--- src/rtl/tinyalu_arbiter.sv ---
// Two-port round-robin front end for the tinyalu datapath: grants one request at a time,
// drives the ALU bus, and returns the result (or an error) to the requester that issued it.
module tinyalu_arbiter #(
  parameter int unsigned TIMEOUT_CYCLES = 16
) (
  input  logic        clk,
  input  logic        reset,
  input  logic        req0_valid,
  output logic        req0_ready,
  input  logic [2:0]  req0_op,
  input  logic [7:0]  req0_a,
  input  logic [7:0]  req0_b,
  output logic        rsp0_valid,
  output logic [15:0] rsp0_result,
  output logic        rsp0_err,
  input  logic        req1_valid,
  output logic        req1_ready,
  input  logic [2:0]  req1_op,
  input  logic [7:0]  req1_a,
  input  logic [7:0]  req1_b,
  output logic        rsp1_valid,
  output logic [15:0] rsp1_result,
  output logic        rsp1_err,
  output logic        alu_start,
  output logic [2:0]  alu_op,
  output logic [7:0]  alu_a,
  output logic [7:0]  alu_b,
  input  logic        alu_done,
  input  logic [15:0] alu_result,
  output logic        busy
);

  typedef enum logic [1:0] {IDLE, ISSUE, RESP} state_t;

  localparam logic [7:0] TIMEOUT_LAST = 8'(TIMEOUT_CYCLES - 1);

  state_t      state, state_next;
  logic        last_grant;
  logic        owner;
  logic [7:0]  cnt;
  logic        grant0, grant1, accept;
  logic [2:0]  sel_op;
  logic [7:0]  sel_a, sel_b;
  logic        op_legal;
  logic        done_now, timeout_now;
  logic        rsp_load, rsp_port, rsp_err_d;
  logic [15:0] rsp_result_d;

  // A stale done left over from the previous operation must never be taken for a new one,
  // so nothing is granted while alu_done is high.
  always_comb begin
    grant0 = 1'b0;
    grant1 = 1'b0;
    if (state == IDLE && !alu_done && !reset) begin
      grant0 = req0_valid && (!req1_valid || last_grant);
      grant1 = req1_valid && (!req0_valid || !last_grant);
    end
    accept   = grant0 || grant1;
    sel_op   = grant1 ? req1_op : req0_op;
    sel_a    = grant1 ? req1_a  : req0_a;
    sel_b    = grant1 ? req1_b  : req0_b;
    op_legal = (sel_op >= 3'd1) && (sel_op <= 3'd4);
  end

  assign req0_ready = grant0;
  assign req1_ready = grant1;

  // Done wins over a timeout that lands in the same cycle.
  always_comb begin
    done_now     = (state == ISSUE) && alu_done;
    timeout_now  = (state == ISSUE) && !alu_done && (cnt == TIMEOUT_LAST);
    rsp_load     = (accept && !op_legal) || done_now || timeout_now;
    rsp_port     = accept ? grant1 : owner;
    rsp_result_d = done_now ? alu_result : 16'h0000;
    rsp_err_d    = done_now ? 1'b0 : (accept ? (sel_op != 3'd0) : 1'b1);
  end

  always_comb begin
    state_next = state;
    case (state)
      IDLE:    if (accept) state_next = op_legal ? ISSUE : RESP;
      ISSUE:   if (done_now || timeout_now) state_next = RESP;
      RESP:    state_next = IDLE;
      default: state_next = IDLE;
    endcase
  end

  always_ff @(posedge clk) begin
    if (reset) begin
      state       <= IDLE;
      last_grant  <= 1'b1;
      owner       <= 1'b0;
      cnt         <= 8'd0;
      alu_op      <= 3'd0;
      alu_a       <= 8'd0;
      alu_b       <= 8'd0;
      rsp0_result <= 16'h0000;
      rsp0_err    <= 1'b0;
      rsp1_result <= 16'h0000;
      rsp1_err    <= 1'b0;
    end else begin
      state <= state_next;
      cnt   <= (state == ISSUE) ? cnt + 8'd1 : 8'd0;
      if (accept) begin
        owner      <= grant1;
        last_grant <= grant1;
        // The ALU bus only changes for operations that actually reach the ALU.
        if (op_legal) begin
          alu_op <= sel_op;
          alu_a  <= sel_a;
          alu_b  <= sel_b;
        end
      end
      if (rsp_load) begin
        if (rsp_port) begin
          rsp1_result <= rsp_result_d;
          rsp1_err    <= rsp_err_d;
        end else begin
          rsp0_result <= rsp_result_d;
          rsp0_err    <= rsp_err_d;
        end
      end
    end
  end

  assign alu_start  = (state == ISSUE);
  assign rsp0_valid = (state == RESP) && !owner;
  assign rsp1_valid = (state == RESP) && owner;
  assign busy       = (state != IDLE);

endmodule

--- config.mk ---
export PLATFORM = sky130hd
export DESIGN_NAME = tinyalu_arbiter
export DESIGN_NICKNAME = d
export VERILOG_FILES = /design/src/rtl/tinyalu_arbiter.sv
export SDC_FILE = /design/constraint.sdc
export NUM_CORES = 1
export LEC_CHECK = 0
export CAP_MARGIN = 20
export CORE_MARGIN = 2
export CORE_UTILIZATION = 44
export DETAILED_ROUTE_END_ITERATION = 10
export PLACE_DENSITY = 0.89
export SLEW_MARGIN = 20
export SYNTH_ARGS = -nofsm -noshare
export SYNTH_HDL_FRONTEND = slang
export SYNTH_SLANG_ARGS = --single-unit
--- constraint.sdc ---
create_clock -name clk -period 2.15 [get_ports clk]
set_input_delay 0.43 -clock clk [delete_from_list [all_inputs] [get_ports clk]]
set_output_delay 0.43 -clock clk [all_outputs]
set_load 0.02 [all_outputs]
* Yosys cells after proc, flatten, opt, wreduce, memory -nomap -nowiden
Cells that the tools add are included. W data, S select, Z words.
Storage, ports and cells: flip-flop bits (word level) 65, input bits 59, word-level logic and storage cells 66
Cells by class: reductions and logical operators 32, order comparisons 2, add/sub/neg operators 1, equality and inequality tests 5, mux-type cells 13, bitwise operators 2
Operators by type and width (count):
- $mux W16 | 1
- $mux W8 | 2
- $logic_and A1 B1 Y1 | 11
- $add A8 B1 Y8 const B | 1
- $eq A8 B4 Y1 const B | 1
- $reduce_and A2 Y1 | 4
- $logic_not A1 Y1 | 7
- $logic_or A1 B1 Y1 | 6
- $mux W2 | 3
- $mux W1 | 5
- $pmux W2 S2 | 1
- $ge A3 B1 Y1 const B | 1
- $le A3 B3 Y1 const B | 1
- $mux W3 | 1
- $reduce_bool A3 Y1 | 1
- $eq A2 B1 Y1 const B | 1
- $eq A2 B2 Y1 const B | 1
- $logic_not A2 Y1 | 1
- $ne A2 B1 Y1 const B | 1
- $ne A2 B2 Y1 const B | 1
- $not A1 Y1 | 2
- $reduce_bool A2 Y1 | 1
- $reduce_or A2 Y1 | 1

* Logic depth before layout (Yosys ltp)
Gate-level depths: netlist (run 1).
depth after elaboration 12, mapped depth 7, depth with buffers taken out 5

* Worst setup path before layout (run 1)
OpenSTA, ideal clock, no wires.
kind register -> register, from register state[1], to register rsp0_err, arrival time 1.737 ns, path slack 0.279 ns, cell stages (with the launch flop) 5, clock period less this slack 1.871 ns, cells stage by stage dfxtp_1 or4_4 or4_1 a211oi_1 o31ai_1
On the way: longest elaborated chain between the ends 12, elaborated cells between the ends (all ways) 24, classes of those cells order compare: 2; eq/ne: 1; mux: 6; bitwise: 1; reduce/logical: 14
Ends and longest elaborated chain:
- start, declared | line 37 | state_t state, state_next;
- start signal, assigned | line 102 | state <= state_next;
- $logic_not A2 Y1 | line 54 | if (state == IDLE && !alu_done && !reset) begin
- $logic_and A1 B1 Y1 (2 in series) | line 54
- $mux W1 | line 54
- $mux W3 | line 59 | sel_op = grant1 ? req1_op : req0_op;
- $ge A3 B1 Y1 or $le A3 B3 Y1 (tied branches) | line 62 | op_legal = (sel_op >= 3'd1) && (sel_op <= 3'd4);
- $logic_and A1 B1 Y1 | line 62
- $logic_not A1 Y1 | line 72 | rsp_load = (accept && !op_legal) || done_now || timeout_now;
- $logic_and A1 B1 Y1 | line 72
- $logic_or A1 B1 Y1 (2 in series) | line 72
- $reduce_and A2 Y1 (no source line)
- end signal, assigned | line 120 | rsp0_err <= rsp_err_d;
- end, declared | line 15 | output logic rsp0_err,
Parallel ways exist; a longest one is shown, timed or not. A chain may end at the register's enable or synchronous reset.

* Worst setup path after layout (run 1)
from input port req0_valid, to register alu_a[6]
On the way: longest elaborated chain between the ends 8, elaborated cells between the ends (all ways) 13, classes of those cells order compare: 2; mux: 4; reduce/logical: 7
Ends and longest elaborated chain:
- start, declared | line 8 | input logic req0_valid,
- $logic_not A1 Y1 | line 56 | grant1 = req1_valid && (!req0_valid || !last_grant);
- $logic_or A1 B1 Y1 | line 56
- $logic_and A1 B1 Y1 | line 56
- $mux W1 | line 54
- $mux W3 | line 59
- $ge A3 B1 Y1 or $le A3 B3 Y1 (tied branches) | line 62
- $logic_and A1 B1 Y1 | line 62
- $reduce_and A2 Y1 (no source line)
- end signal, assigned | line 110 | alu_a <= sel_a;
- end, declared | line 26 | output logic [7:0] alu_a,
Parallel ways exist; a longest one is shown, timed or not.

==> impl.org, run 1 <==
** Clocking
- TritonCTS buffer count :: 9
- At the later pin of the worst-skew pair, clock insertion delay measures 0.34 ns.
- Sink Count :: 65
- The clock tree synthesis step divided the H-tree into 3 levels.
- After clock tree synthesis, the clock-pin slew on the worst setup and hold paths is 0.08 ns.
- Clock tree from TritonCTS :: yes
- Cell chosen for the clock root :: sky130_fd_sc_hd__clkbuf_8
- Bufs on Longest Clock Path :: 2

** Global route
- The number of antenna violations at the first check in global routing is 0.
- The via count of the first global-routing pass is 3197.
- Entering global routing, the biggest net connects 52 pins.
- After global routing the overflow that remains totals 0.
- Across every metal layer, demand over resource in global routing totals 0.247.
- Wire length of the first global-routing pass :: 15.1 mm

** Timing
- Based on the critical path, the design can be clocked at up to 461 MHz.
- Worst-margin pin slew :: 0.553 ns
- The worst pin sits at a relative slew slack of 0.631.
- Across all hold checks on the routed design, the worst slack comes to 0.458 ns.
- Max Slew Vio Count :: 0
- After layout, the worst setup slack is -0.0214 ns.
- The hold violation count in the final report is 0.
- On the final layout, the worst clock skew is 0.00908 ns.
- The routed design could run at a clock period as short as 2.17 ns.
- Setup violations remaining at the end of the flow were counted as 1.
- Final critical-path share of the clock period :: 1.01

** Hold path
- In this run the most critical hold path is launched from cnt[0].
- Along the worst hold path, the cell count comes to 1.
- The path class of the tightest hold or removal check is reg -> reg.

** Route
- Number of DRC markers in iteration 0 :: 149
- Wires add up to 10.2 mm.
- Drc violations :: 0
- First-pass DRT Iterations :: 4
- Drt via density :: 5.45
- The routed layout has 3218 vias.
- In the final routed layout, each cell accounts on average for 17.2 um.
- Detail Route Antenna Nets :: 0

** Synthesis
- The biggest area contributor in the post-synthesis netlist is sky130_fd_sc_hd__dfxtp_1.
- Area of the mapped netlist :: 3160 um^2
- Share of the yosys chip area belonging to registers :: 0.411
- Counting flops with an async set or reset pin after synthesis yields a share of 0.
- During synthesis, Yosys emitted a total of 0 warnings.
- Ranked by total cell area, the synthesized netlist is headed by sky130_fd_sc_hd__dfxtp_1, sky130_fd_sc_hd__mux2i_1, sky130_fd_sc_hd__nand2b_1.
- Number of storage elements in the synthesis netlist :: 65
- The number of nets in the synthesized netlist is 403.
- In this run, synthesis inferred 0 flip-flops with an integrated enable.
- In this run, distinct cell masters in the synthesized netlist total 44.
- In the synthesized netlist the dominant register cell turns out to be sky130_fd_sc_hd__dfxtp_1.
- Syn_area_per_cell :: 9.23 um^2
- Top cell type's share of synthesized area :: 0.411
- Synthesis handed over a netlist of 343 instances.

** Placement
- Count of buffers inserted at the top-level ports :: 117
- The wire-length estimate of the detail-placed layout is 6.73 mm.
- Pre-CTS setup slack :: -0.392 ns
- Routability-driven placement finished with a final weighted congestion of 0.810.

** Floorplan
- Initial core utilization :: 0.461
- The die is 88.8 um tall.
- Placeable core area :: 6870 um^2
- The floorplan has 30 rows.
- Floorplan die area :: 7890 um^2
- In this run the horizontal extent of the chip is 88.8 um.
- 118 I/O pins were placed.

** Setup path
- The worst register-to-register path has a depth of 7.
- Setup crit start kind :: input pin
- Worst Path Max Fanout :: 7
- The critical path starts at req0_valid.
- The worst register-to-register path begins at state[0].
- Data on the critical path arrives at its endpoint at 2.38 ns.
- At the worst endpoint, the required time is 2.36 ns.
- The setup path with the least slack is of type in -> reg.
- The worst setup path is captured at a register.

** Finish
- Final layout net count :: 550
- Fraction of layout cells with a size suffix above 1 :: 0.208
- Growth of design area from synthesis to finish :: 62.4%
- Antenna cell count :: 0

** Flow run
- Max-cap violation count :: 0

** Pwr
- Static leakage power :: 0.00208 uW
- Pwr dens :: 594 nW/um^2
- IR Drop Worst-Case VDD :: 0.000446 V

** Status
- The checks that failed: negative setup slack.
- The flow ran to the end, but the final reports show violations.
## cell type report
cell class,count,area [um^2]
multi-input cells,226,1810
fillers,467,1730
repair buffers,164,1580
flip-flops and latches,65,1300
clock buffers,10,128
well taps,96,120
clock inverters,6,114
inverters,24,90.1
## state kept, by name (all words and copies together) (netlist names)
| name | count |
|---|---|
| alu_b | 8 |
| last_grant | 1 |
| owner | 1 |
| rsp0_err | 1 |
| state | 2 |
| rsp0_result | 16 |
| alu_op | 3 |
| rsp1_result | 16 |
| cnt | 8 |
| rsp1_err | 1 |
| alu_a | 8 |
## cell usage in the layout, fill, tap and decap left out, types with 2 or more instances in the layout
cell                                n
sky130_fd_sc_hd__nor2b_1            2
sky130_fd_sc_hd__buf_2              3
sky130_fd_sc_hd__nor3b_1            2
sky130_fd_sc_hd__nor3_1             2
sky130_fd_sc_hd__xor2_1             2
sky130_fd_sc_hd__dfxtp_1           65
sky130_fd_sc_hd__clkinvlp_4         2
sky130_fd_sc_hd__nand2b_1          35
sky130_fd_sc_hd__clkdlybuf4s50_1  109
sky130_fd_sc_hd__mux2i_1           32
sky130_fd_sc_hd__nand2_1           19
sky130_fd_sc_hd__inv_1             24
sky130_fd_sc_hd__o31ai_1            2
sky130_fd_sc_hd__a211oi_2          19
sky130_fd_sc_hd__buf_12             4
sky130_fd_sc_hd__buf_4             38
sky130_fd_sc_hd__dlygate4sd2_1      4
sky130_fd_sc_hd__clkbuf_8           9
sky130_fd_sc_hd__nand3_1            3
sky130_fd_sc_hd__o31a_1             2
sky130_fd_sc_hd__a211oi_1           3
sky130_fd_sc_hd__nor2_1            11
sky130_fd_sc_hd__bufinv_16          3
sky130_fd_sc_hd__a211o_1            3
sky130_fd_sc_hd__a2111oi_1          8
sky130_fd_sc_hd__a21oi_1            2
sky130_fd_sc_hd__o21ai_0            3
sky130_fd_sc_hd__a21boi_0          19
sky130_fd_sc_hd__o311ai_0           2
sky130_fd_sc_hd__a2111oi_2         11
sky130_fd_sc_hd__and3_1            20
sky130_fd_sc_hd__or3_1              2
sky130_fd_sc_hd__xnor2_1            3
sky130_fd_sc_hd__buf_6              5
## layer usage
metal,global-route usage,up-vias,wire [um]
met5,0,-,0
met4,0.116,0,302
met3,0.0392,25,368
met2,0.429,102,5430
met1,0.297,1571,4080
li1,-,1520,-
## final timing paths
check              to  slack, ns
min            cnt[0]       0.46
max reg2reg  alu_a[6]      -0.01
min reg2reg    cnt[0]       0.46
max          alu_a[6]      -0.02
## kinds of logic after synthesis
kind of cell,share of synthesized area
AND/OR/NAND/NOR,0.191
AO/OA/AOI/OAI,0.201
flip-flops,0.411
buffers and inverters,0.0747
multiplexers,0.105
XOR/XNOR,0.0138
adder cells (fa/ha/maj),0.00395
## where the power goes
part           switching, uW  internal (uW)  total (uW)
clock                    514            775        1290
sequential              16.3           1230        1250
combinational            241            276         517
## critical path: stages
cell	delay [ns]
sky130_fd_sc_hd__clkdlybuf4s50_1	0.51
sky130_fd_sc_hd__a21boi_2	0.26
sky130_fd_sc_hd__nand4_1	0.30
sky130_fd_sc_hd__buf_4	0.28
sky130_fd_sc_hd__a2111oi_1	0.50
sky130_fd_sc_hd__a211oi_2	0.09
## what timing repair did
action,4_1_cts,5_1_grt
pin swaps,1,4
setup endpoints to repair,18,22
setup buffers,2,2
cloned,0,1
gates resized for setup,16,53
hold buffers,0,0
## metrics by stage
| stage | util | total power, uW | setup TNS, ns | instances | instance area (um^2) |
|---|---|---|---|---|---|
| 2_1_floorplan | - | 1470 | 0 | 343 | 3160 |
| 3_3_place_gp | 0.680 | 1720 | -9.89 | 570 | 4670 |
| 3_5_place_dp | 0.680 | 1730 | -12.84 | 570 | 4670 |
| 4_1_cts | 0.717 | 3010 | 0 | 588 | 4930 |
| 5_1_grt | 0.748 | 3140 | -0.850 | 591 | 5140 |
| 6_report | 0.748 | 3050 | -0.0214 | 591 | 5140 |
## synth_stat cells, drive strengths merged (4+ instances only)
library cell	n
a2111oi	19
buf	5
clkbuf	23
mux2i	32
a21boi	20
nor2	12
and3	20
inv	24
a211oi	22
o21ai	4
nand2	19
dfxtp	65
nand2b	35
No activity file was read; power rests on OpenSTA's default activity.
==> run 2: changes to the inputs <==
--- a/config.mk
+++ b/config.mk
@@ -10,7 +10,6 @@
 export CORE_UTILIZATION = 44
 export DETAILED_ROUTE_END_ITERATION = 10
 export PLACE_DENSITY = 0.89
-export SLEW_MARGIN = 20
 export SYNTH_ARGS = -nofsm -noshare
 export SYNTH_HDL_FRONTEND = slang
 export SYNTH_SLANG_ARGS = --single-unit
==> results of run 2 <==
Final layout, timing and power as in run 1 (identical DEF).
==> run 3: changes to the inputs <==
--- a/config.mk
+++ b/config.mk
@@ -9,7 +9,7 @@
 export CORE_MARGIN = 2
 export CORE_UTILIZATION = 44
 export DETAILED_ROUTE_END_ITERATION = 10
-export PLACE_DENSITY = 0.89
+export PLACE_DENSITY = 0.8
 export SYNTH_ARGS = -nofsm -noshare
 export SYNTH_HDL_FRONTEND = slang
 export SYNTH_SLANG_ARGS = --single-unit
==> run 3 against run 2 <==
Effect of this change:
- the flow now finishes without violations
- worst hold slack got worse by 0.0061 ns
- register-to-register slack improved by 0.09 ns
- sequential share of layout area increased by 1.1 points
- clock power about the same
- global-route usage decreased by 1.5 points
- critical path depth decreased by 2
- cell count decreased by 1.4%
- critical path type is now in -> out
- largest power group unchanged
==> impl.org, run 3 (same netlist as run 1, synthesis figures left out) <==
** Status
- Outcome :: finished clean

** Pwr
- Pwr dens :: 603 nW/um^2
- IR Drop Worst-Case VDD :: 0.000529 V
- The completed layout was analyzed and its total power is 2970 uW.
- In this run the static leakage power is 0.00203 uW.

** Global route
- The first global-routing pass estimated 14.1 mm of wire.
- The via count of the first global-routing pass is 3027.
- Gr ovfl total :: 0
- Entering global routing, the biggest net connects 60 pins.
- For this run, the total global-route usage over all layers was measured as 0.231.
- The number of antenna violations at the first check in global routing is 0.

** Floorplan
- 118 I/O pins were placed.
- Die Width :: 88.8 um
- Floorplan die area :: 7890 um^2
- Initial core utilization :: 0.461
- The core region is 6870 um^2.
- Overall die height :: 88.8 um
- In this run the core area contains 30 standard-cell rows.

** Setup path
- Measured in cells, the most critical reg-to-reg path has a length of 5.
- STA classifies the critical path endpoint as a primary output.
- Data on the critical path is required at its endpoint by 1.72 ns.
- Of all nets on the critical path, the largest fanout is 5.
- Category of the critical setup timing path :: in -> out
- Critical Path AT :: 1.64 ns
- Setup crit start kind :: input pin

** Finish
- FILL cells :: 537
- Most frequent standard cell in the layout excluding fill and tap cells :: sky130_fd_sc_hd__clkdlybuf4s50_1
- Final layout net count :: 542
- Excluding fillers, the count of instances in the completed layout stands at 583.
- In the layout the commonest cells are sky130_fd_sc_hd__clkdlybuf4s50_1, sky130_fd_sc_hd__dfxtp_1, sky130_fd_sc_hd__nand2b_1, sky130_fd_sc_hd__buf_4, sky130_fd_sc_hd__mux2i_1.
- In the final layout, the share of cells above drive strength 1 is 0.142.
- Relative to the synthesized area, the layout overhead comes to 55.8%.
- In the final layout, the multi-input gates occupy 1670 um^2.
- 0 antenna diodes ended up in the layout.
- Largest registers :: rsp0_result x16, rsp1_result x16
- Seq. cell area :: 1300 um^2

** Route
- The routed design has 8.80 mm of wire.
- After detailed routing, the average wire length per cell comes to 15.1 um.
- After detailed routing, the number of remaining DRC violations is 0.
- The count of nets left with antenna violations once routing finished came out at 0.
- The final route contains 3035 vias.
- The detailed router finished its first iteration with 73 violations.
- Before antenna repair, the detailed router went through 4 iterations.
- Drt via density :: 5.21

** Timing
- Final hold slack :: 0.452 ns
- Number of setup violations in the final report :: 0
- Of the available clock period, the critical path in the final layout requires 0.965.
- Highest clock rate :: 482 MHz
- The max-slew violation count was 0.
- Summed negative setup slack over all endpoints :: 0 ns
- Hold violation total from the final report :: 0
- On the final layout, the worst clock skew is 0.0121 ns.
- Worst slew slack as a fraction of its limit :: 0.637
- The worst path needs 2.07 ns of the cycle, external delays included.
- The worst path meets setup with 0.0752 ns of slack.
- Setup repair after global routing could not meet its margin everywhere.
- For the pin with the worst max-slew slack, the measured transition is 0.544 ns.

** Clocking
- Buffers inserted during clock tree synthesis total 9.
- CTS H-tree depth :: 3
- After clock tree synthesis, the clock-pin slew on the worst setup and hold paths is 0.07 ns.
- The tree built by TritonCTS fans out to 65 sinks.
- Cell chosen for the clock root :: sky130_fd_sc_hd__clkbuf_8
- Clock tree from TritonCTS :: yes
- The clock reaches the later pin of the worst-skew pair after 0.34 ns.
- The longest clock path from root to sink contains 2 buffers.

** Placement
- Count of buffers inserted at the top-level ports :: 117
- Cell count after placement :: 566
- Prior to clock tree synthesis, the placed netlist has a worst setup slack of -0.520 ns.
- Placer's final routability congestion estimate :: 0.797
- HPWL after detailed placement :: 6.16 mm

** Hold path
- Counting instances, the worst hold path has a depth of 1.
- The tightest min-delay check is of the reg -> reg type.

** Flow run
- Max-cap violation count :: 0
run 3: per-stage QoR:
| step | utilization | instance area [um^2] |
|---|---|---|
| 2_1_floorplan | - | 3160 |
| 5_1_grt | 0.717 | 4930 |
| 3_3_place_gp | 0.676 | 4640 |
| 6_report | 0.717 | 4930 |
| 4_1_cts | 0.711 | 4880 |
| 3_5_place_dp | 0.676 | 4640 |
run 3: repair_timing:
item	in CTS	in global routing
buffers inserted	0	1
setup endpoints to repair	6	22
hold endpoints to repair	0	0
hold buffers	0	0
pin swaps	0	2
resized for setup	9	17
run 3: final timing paths:
check               endpoint  startpoint  slack, ns
setup reg to reg    rsp1_err    state[1]       0.08
hold reg to reg       cnt[0]      cnt[0]       0.45
hold / removal        cnt[0]      cnt[0]       0.45
setup / recovery  req1_ready    alu_done       0.08
run 3: layer usage:
layer | vias to the layer above | GRT usage | part of all wire
met1 | 1446 | 0.293 | 0.44
li1 | 1503 | - | -
met2 | 70 | 0.380 | 0.50
met5 | - | 0 | 0
met4 | 0 | 0.103 | 0.022
met3 | 16 | 0.0476 | 0.037
run 3: power breakdown:
part / internal, uW / total [uW] / switching (uW)
registers: 1230 / 1250 / 15.0
logic: 254 / 458 / 204
clock network: 775 / 1270 / 492
total: 2260 / 2970 / 711
run 3: final cells by class:
| cell class | count | share of cell area |
|---|---|---|
| multi-input combinational | 226 | 0.338 |
| tap | 96 | 0.0244 |
| sequential | 65 | 0.264 |
| clock buffer | 10 | 0.0259 |
| clock inverter | 6 | 0.0231 |
| inverter | 24 | 0.0183 |
| timing repair buffer | 156 | 0.306 |
run 3: critical path: stages:
cell,delay (ns)
sky130_fd_sc_hd__dlygate4sd2_1,0.31
sky130_fd_sc_hd__or4_4,0.44
sky130_fd_sc_hd__nor2_1,0.16
sky130_fd_sc_hd__clkdlybuf4s15_2,0.30
